===== config.mk =====
export PLATFORM = sky130hd
export DESIGN_NAME = ex_mdu
export DESIGN_NICKNAME = d
export VERILOG_FILES = /design/src/rtl/ex_mdu_pkg.sv /design/src/rtl/ex_mdu_div_core.sv /design/src/rtl/ex_mdu.sv
export SDC_FILE = /design/constraint.sdc
export NUM_CORES = 2
export LEC_CHECK = 0
export BUFFER_PORTS_ARGS = -buffer_cell sky130_fd_sc_hd__buf_2
export CAP_MARGIN = 30
export CORE_MARGIN = 2
export CORE_UTILIZATION = 61
export CTS_BUF_LIST = sky130_fd_sc_hd__clkbuf_4 sky130_fd_sc_hd__clkbuf_8
export CTS_CLUSTER_SIZE = 30
export DETAILED_ROUTE_END_ITERATION = 7
export GPL_TIMING_DRIVEN = 0
export PLACE_DENSITY = 0.8
export SYNTH_ARGS = -nofsm -noshare
export SYNTH_HDL_FRONTEND = slang
export SYNTH_SLANG_ARGS = --single-unit

===== constraint.sdc =====
create_clock -name clk -period 13.1 [get_ports clk]
set_clock_uncertainty 0.05 [all_clocks]
set_input_delay 2.62 -clock clk [delete_from_list [all_inputs] [get_ports clk]]
set_output_delay 2.62 -clock clk [all_outputs]
set_load 0.01 [all_outputs]

===== src/rtl/ex_mdu_pkg.sv =====
// Shared execute-stage definitions for the multiply/divide unit: opcodes,
// bus widths, stall values and the MDU state encoding.
package ex_mdu_pkg;

    localparam int ALUOP_W = 8;
    localparam int REG_W   = 32;

    localparam logic [ALUOP_W-1:0] EXE_NOP_OP   = 8'b0000_0000;
    localparam logic [ALUOP_W-1:0] EXE_MULT_OP  = 8'b0001_1000;
    localparam logic [ALUOP_W-1:0] EXE_MULTU_OP = 8'b0001_1001;
    localparam logic [ALUOP_W-1:0] EXE_DIV_OP   = 8'b0001_1010;
    localparam logic [ALUOP_W-1:0] EXE_DIVU_OP  = 8'b0001_1011;

    localparam logic [REG_W-1:0] ZERO_WORD  = '0;
    localparam logic             RST_ENABLE = 1'b1;
    localparam logic             STOP       = 1'b1;
    localparam logic             NO_STOP    = 1'b0;

    typedef enum logic [2:0] {
        MDU_IDLE     = 3'd0,
        MDU_MUL      = 3'd1,
        MDU_DIV_ON   = 3'd2,
        MDU_DIV_ZERO = 3'd3,
        MDU_DONE     = 3'd4
    } mdu_state_e;

    // Two's-complement negate when neg is set; used for |x| and sign fix-up.
    function automatic logic [REG_W-1:0] neg_if(input logic neg, input logic [REG_W-1:0] v);
        return neg ? (ZERO_WORD - v) : v;
    endfunction

endpackage


===== src/rtl/ex_mdu_div_core.sv =====
// Iterative radix-2 restoring divider on unsigned magnitudes: one quotient
// bit per step, with an iteration counter flagging the final step.
module mdu_div_core
    import ex_mdu_pkg::*;
#(
    parameter int DIV_CYCLES = 32
) (
    input  logic             clk,
    input  logic             rst,
    input  logic             start_i,
    input  logic             step_i,
    input  logic [REG_W-1:0] dividend_i,
    input  logic [REG_W-1:0] divisor_i,
    output logic [REG_W-1:0] quo_o,
    output logic [REG_W-1:0] rem_o,
    output logic             last_o
);

    localparam int CNT_W = $clog2(DIV_CYCLES);

    logic [REG_W-1:0] rem_q, rem_d;
    logic [REG_W-1:0] quo_q, quo_d;
    logic [REG_W-1:0] dvs_q, dvs_d;
    logic [CNT_W-1:0] cnt_q, cnt_d;
    logic [REG_W:0]   trial;
    logic [REG_W:0]   diff;
    logic             ge;

    // One extra bit on the trial remainder: shifted value can reach 2*divisor-1.
    always_comb begin
        trial = {rem_q, quo_q[REG_W-1]};
        diff  = trial - {1'b0, dvs_q};
        ge    = ~diff[REG_W];
        rem_o = ge ? diff[REG_W-1:0] : trial[REG_W-1:0];
        quo_o = {quo_q[REG_W-2:0], ge};
    end

    assign last_o = (cnt_q == CNT_W'(DIV_CYCLES - 1));

    always_comb begin
        rem_d = rem_q;
        quo_d = quo_q;
        dvs_d = dvs_q;
        cnt_d = cnt_q;
        if (start_i) begin
            rem_d = ZERO_WORD;
            quo_d = dividend_i;
            dvs_d = divisor_i;
            cnt_d = '0;
        end else if (step_i) begin
            rem_d = rem_o;
            quo_d = quo_o;
            cnt_d = cnt_q + 1'b1;
        end
    end

    always_ff @(posedge clk) begin
        if (rst == RST_ENABLE) begin
            cnt_q <= '0;
        end else begin
            cnt_q <= cnt_d;
        end
    end

    always_ff @(posedge clk) begin
        rem_q <= rem_d;
        quo_q <= quo_d;
        dvs_q <= dvs_d;
    end

endmodule


===== src/rtl/ex_mdu.sv =====
// Execute-stage multiply/divide unit: FSM, one-cycle multiply path, sign
// handling around the iterative divider, and the HI/LO write port.
module ex_mdu
    import ex_mdu_pkg::*;
#(
    parameter int DIV_CYCLES = 32
) (
    input  logic               clk,
    input  logic               rst,
    input  logic [ALUOP_W-1:0] aluop_i,
    input  logic [REG_W-1:0]   reg1_i,
    input  logic [REG_W-1:0]   reg2_i,
    input  logic               annul_i,
    output logic               stallreq_o,
    output logic               hilo_we_o,
    output logic [REG_W-1:0]   hi_o,
    output logic [REG_W-1:0]   lo_o
);

    localparam int MSB = REG_W - 1;

    mdu_state_e         state_q, state_d;
    logic [REG_W-1:0]   res_hi_q, res_hi_d, res_lo_q, res_lo_d;
    logic [REG_W-1:0]   hi_q, hi_d, lo_q, lo_d;
    logic               neg_quo_q, neg_quo_d, neg_rem_q, neg_rem_d;
    logic               is_mul, is_div, is_signed, div_by_zero, issue;
    logic [2*REG_W-1:0] mul_a, mul_b, product;
    logic               div_start, div_step, div_last;
    logic [REG_W-1:0]   div_quo, div_rem;

    assign is_mul      = (aluop_i == EXE_MULT_OP) || (aluop_i == EXE_MULTU_OP);
    assign is_div      = (aluop_i == EXE_DIV_OP)  || (aluop_i == EXE_DIVU_OP);
    assign is_signed   = (aluop_i == EXE_MULT_OP) || (aluop_i == EXE_DIV_OP);
    assign div_by_zero = (reg2_i == ZERO_WORD);
    assign issue       = (state_q == MDU_IDLE) && (is_mul || is_div) && !annul_i;

    // Low 64 bits of the extended product equal the signed/unsigned 32x32 product.
    assign mul_a   = is_signed ? {{REG_W{reg1_i[MSB]}}, reg1_i} : {ZERO_WORD, reg1_i};
    assign mul_b   = is_signed ? {{REG_W{reg2_i[MSB]}}, reg2_i} : {ZERO_WORD, reg2_i};
    assign product = mul_a * mul_b;

    assign div_start = issue && is_div && !div_by_zero;
    assign div_step  = (state_q == MDU_DIV_ON) && !annul_i;

    mdu_div_core #(.DIV_CYCLES(DIV_CYCLES)) u_div (
        .clk        (clk),
        .rst        (rst),
        .start_i    (div_start),
        .step_i     (div_step),
        .dividend_i (neg_if(is_signed && reg1_i[MSB], reg1_i)),
        .divisor_i  (neg_if(is_signed && reg2_i[MSB], reg2_i)),
        .quo_o      (div_quo),
        .rem_o      (div_rem),
        .last_o     (div_last)
    );

    always_ff @(posedge clk) begin
        if (rst == RST_ENABLE) begin
            state_q <= MDU_IDLE;
        end else begin
            state_q <= state_d;
        end
    end

    always_comb begin
        state_d = state_q;
        if (annul_i) begin
            state_d = MDU_IDLE;
        end else begin
            case (state_q)
                MDU_IDLE: begin
                    if (is_mul)      state_d = MDU_MUL;
                    else if (is_div) state_d = div_by_zero ? MDU_DIV_ZERO : MDU_DIV_ON;
                end
                MDU_MUL:      state_d = MDU_IDLE;
                MDU_DIV_ON:   if (div_last) state_d = MDU_DONE;
                MDU_DIV_ZERO: state_d = MDU_DONE;
                MDU_DONE:     state_d = MDU_IDLE;
                default:      state_d = MDU_IDLE;
            endcase
        end
    end

    always_comb begin
        stallreq_o = NO_STOP;
        hilo_we_o  = 1'b0;
        case (state_q)
            MDU_IDLE:                 stallreq_o = issue ? STOP : NO_STOP;
            MDU_DIV_ON, MDU_DIV_ZERO: stallreq_o = annul_i ? NO_STOP : STOP;
            MDU_MUL, MDU_DONE:        hilo_we_o  = !annul_i;
            default:                  stallreq_o = NO_STOP;
        endcase
    end

    // Pending result: product or div-by-zero value at issue, quotient/remainder on the last step.
    always_comb begin
        res_hi_d  = res_hi_q;
        res_lo_d  = res_lo_q;
        neg_quo_d = neg_quo_q;
        neg_rem_d = neg_rem_q;
        if (issue) begin
            if (is_mul) begin
                {res_hi_d, res_lo_d} = product;
            end else if (div_by_zero) begin
                res_hi_d = reg1_i;
                res_lo_d = '1;
            end else begin
                neg_quo_d = is_signed && (reg1_i[MSB] ^ reg2_i[MSB]);
                neg_rem_d = is_signed && reg1_i[MSB];
            end
        end else if (div_step && div_last) begin
            res_lo_d = neg_if(neg_quo_q, div_quo);
            res_hi_d = neg_if(neg_rem_q, div_rem);
        end
    end

    always_ff @(posedge clk) begin
        res_hi_q  <= res_hi_d;
        res_lo_q  <= res_lo_d;
        neg_quo_q <= neg_quo_d;
        neg_rem_q <= neg_rem_d;
    end

    assign hi_d = hilo_we_o ? res_hi_q : hi_q;
    assign lo_d = hilo_we_o ? res_lo_q : lo_q;
    assign hi_o = hi_d;
    assign lo_o = lo_d;

    always_ff @(posedge clk) begin
        if (rst == RST_ENABLE) begin
            hi_q <= ZERO_WORD;
            lo_q <= ZERO_WORD;
        end else begin
            hi_q <= hi_d;
            lo_q <= lo_d;
        end
    end

endmodule

==> run metrics <==
status=finished clean; DRC=0; chip height=323 microns; worst-margin pin slew=1130 ps; Vias/cell=5.89; Arr. time, crit path=13100 ps; Skew-Pair Late Insertion Delay=600 ps; Synth Area per Inst=9.04 sq um; crit path time final=12900 ps; critical path launch point=reg2_i[13]; clk sink count=234; largest net degree at the start of global routing=65; Setup violations, final=0; antenna violations before repair=28; Slew Limit Fails=0; WL per Instance=27.2 microns; Ports=141; Core Rows=117; syn nets=8727; top cell type by total area after synthesis=fa_1; startpoint class of the critical path=input pin; max incr delay on CP=590 ps; Worst Path Required=13300 ps; WHS=448 ps; unrepaired setup endpoints after global routing=false; CTS tree=yes; chip width=323 microns; Num CTS Buffers=36; Reg-to-Reg Start=u_div.quo_q[31]; Top cell by count, worst path=fa_1; slowest cell on the critical path=clkbuf_1; Area growth, synth to finish=6.89%; number of routed nets with antenna violations=0; routability cong.=1.06; hold_sp=u_div.rem_q[26]; Hold Path End=u_div.rem_q[26]; Max Fanout on Critical Path=10; routed wire length=231 mm; post-synth cell types=101; max-cap violations=0; reg2reg path depth=25; clock root buffer=clkbuf_8; hold path cells=2; via count=50120; first-pass GRT wire length=336 mm; initial DRC count=5720; EDFF count, synth=130; total grt overflow=0; register clock-pin slew on the reported worst setup and hold paths=70 ps; hold buffer count at cts=0; pre-CTS WS=-3030 ps; synth warn=0; Final Cycle Share=98.5%; Total GRT Usage=45.3%; post-synthesis sequential area ratio=9.61%; Crit Path Class=input pin to register; die area=105000 sq um; FF+latch count, synth=234; Slew HR=24.5%; top post-synthesis cells by area=fa_1, inv_1, ha_1; # fillers=8457; post-synthesis cell area=62300 sq um; Hold Crit Class=register to register; Synth top area share=45.7%; H-tree levels=2; FMAX=77.5 MHz; Core ar.=101000 sq um; Initial Utilization=61.4%; setup ws final=203 ps; synthesized instance count=6885; Most used DFF post-synth=edfxtp_1; vias in the first global route=51630; Reg-to-Reg End=res_lo_q[30]; Max clock buf depth=3; final net count=8925; HPWL Detailed=199 mm; # port buffers=94; async set-reset flop share out of synthesis=0%; reg-to-reg setup timing slack=4850 ps; Final Hold Fails=0; layout cell share with drive strength beyond 1=5.36%; Crit. End Element=register; Pre-Repair DR Iteration Count=7
kinds of logic (layout without fill, tap and decap cells):
| logic type | Yosys count | after routing | share of synthesized area (%) |
|---|---|---|---|
| AO/OA/AOI/OAI | 636 | 636 | 6.85 |
| buffers and inverters | 2035 | 2260 | 12.4 |
| adder cells (fa/ha/maj) | 1771 | 1771 | 52.7 |
| AND/OR/NAND/NOR | 1914 | 1914 | 14.2 |
| multiplexers | 36 | 36 | 0.613 |
| XOR/XNOR | 259 | 259 | 3.64 |
| other | 0 | 28 | 0 |
| flip-flops | 234 | 234 | 9.61 |
worst max-delay path, delay by kind of cell:
family / cells / cell delay, ps
xor gates and xnor gates: 1 / 100
adders and majority gates: 11 / 5460
and+or+nand+nor: 3 / 750
buffers and inverters: 7 / 1810
AOI/OAI and AO/OA: 8 / 2320
timing repair:
action | in CTS | in global routing
buffers inserted | 5 | 6
gates resized for setup | 30 | 83
pin swaps | 3 | 3
endpoints found under the setup margin | 27 | 15
worst max-delay path by stage:
stage                        end  slack (ps)  cells after the start
finish              res_hi_q[14]         200                     30
global route        res_hi_q[26]          30                     35
CTS                 res_hi_q[31]           5                     36
detailed placement  res_hi_q[31]       -3030                     35
global placement    res_hi_q[31]       -3400                     34
floorplan           res_hi_q[31]         300                     36
Yosys cell counts, types with 23 or more instances:
cell type and count:
and2_1 336, a211oi_1 23, fa_1 1420, clkbuf_1 323, inv_1 1643, dfxtp_1 104
xor2_1 109, nand2_1 1091, nand3_1 32, nor3_1 62, edfxtp_1 130, a21oi_1 159
buf_1 52, xnor2_1 150, o31ai_1 32, mux2i_1 28, nor2_1 155, o21ai_0 123
ha_1 347, a22oi_1 25, nor2b_1 84, o22ai_1 40, a21o_1 51, and3_1 33
stage by stage:
step,util [%],area [sq um],std cells,TNS [ps]
after global routing,65.5,66500,8482,0
after detailed placement,64.4,65400,8405,-55320
after floorplan,-,62300,6885,0
after CTS,65.2,66200,8469,0
final,65.6,66500,8506,0
after global placement,63.5,64400,8347,-66670
cell usage in the layout (no fill, tap or decap), types with 21 or more instances in the layout:
| cell | count |
|---|---|
| a21o_1 | 51 |
| clkbuf_1 | 273 |
| o31ai_1 | 32 |
| buf_2 | 106 |
| nand2_1 | 1089 |
| edfxtp_1 | 130 |
| and3_1 | 33 |
| xor2_1 | 109 |
| o21ai_0 | 121 |
| a22oi_1 | 25 |
| nor2b_1 | 84 |
| inv_1 | 1638 |
| ha_1 | 347 |
| fa_1 | 1411 |
| mux2i_1 | 28 |
| xnor2_1 | 149 |
| nor2_1 | 154 |
| buf_8 | 55 |
| nand3_1 | 32 |
| dfxtp_1 | 104 |
| a211oi_1 | 21 |
| buf_1 | 41 |
| nand4_1 | 21 |
| and2_1 | 336 |
| clkbuf_2 | 38 |
| diode_2 | 28 |
| nor3_1 | 62 |
| o22ai_1 | 40 |
| a21oi_1 | 159 |
| clkbuf_8 | 37 |
final cells by class:
type                       count  area [sq um]  area share [%]
multi-input combinational   4616         48700            73.2
clock inverter                17           136           0.205
timing repair buffer         175          1630            2.45
buffer                       375          1550            2.32
inverter                    1645          6190            9.30
tap                         1368          1710            2.57
sequential                   234          5990            9.00
clock buffer                  48           592           0.889
antenna                       28          70.1           0.105
per-layer routing:
metal	vias to the layer above	share of wire [%]	track usage (%)
li1	20964	-	-
met1	24777	35	57.1
met2	3519	42	67.4
met3	838	15	16.9
met4	22	7.1	25.9
met5	-	0.066	0
registers in the layout, indices dropped and copies added (netlist names), 3 cells and up:
| register | count |
|---|---|
| u_div.dvs_q | 32 |
| u_div.rem_q | 32 |
| res_hi_q | 32 |
| hi_q | 32 |
| state_q | 3 |
| u_div.cnt_q | 5 |
| lo_q | 32 |
| res_lo_q | 32 |
| u_div.quo_q | 32 |
Power is not shown: default switching activity piles up to over one toggle a cycle in this logic, so the estimate is an artifact.
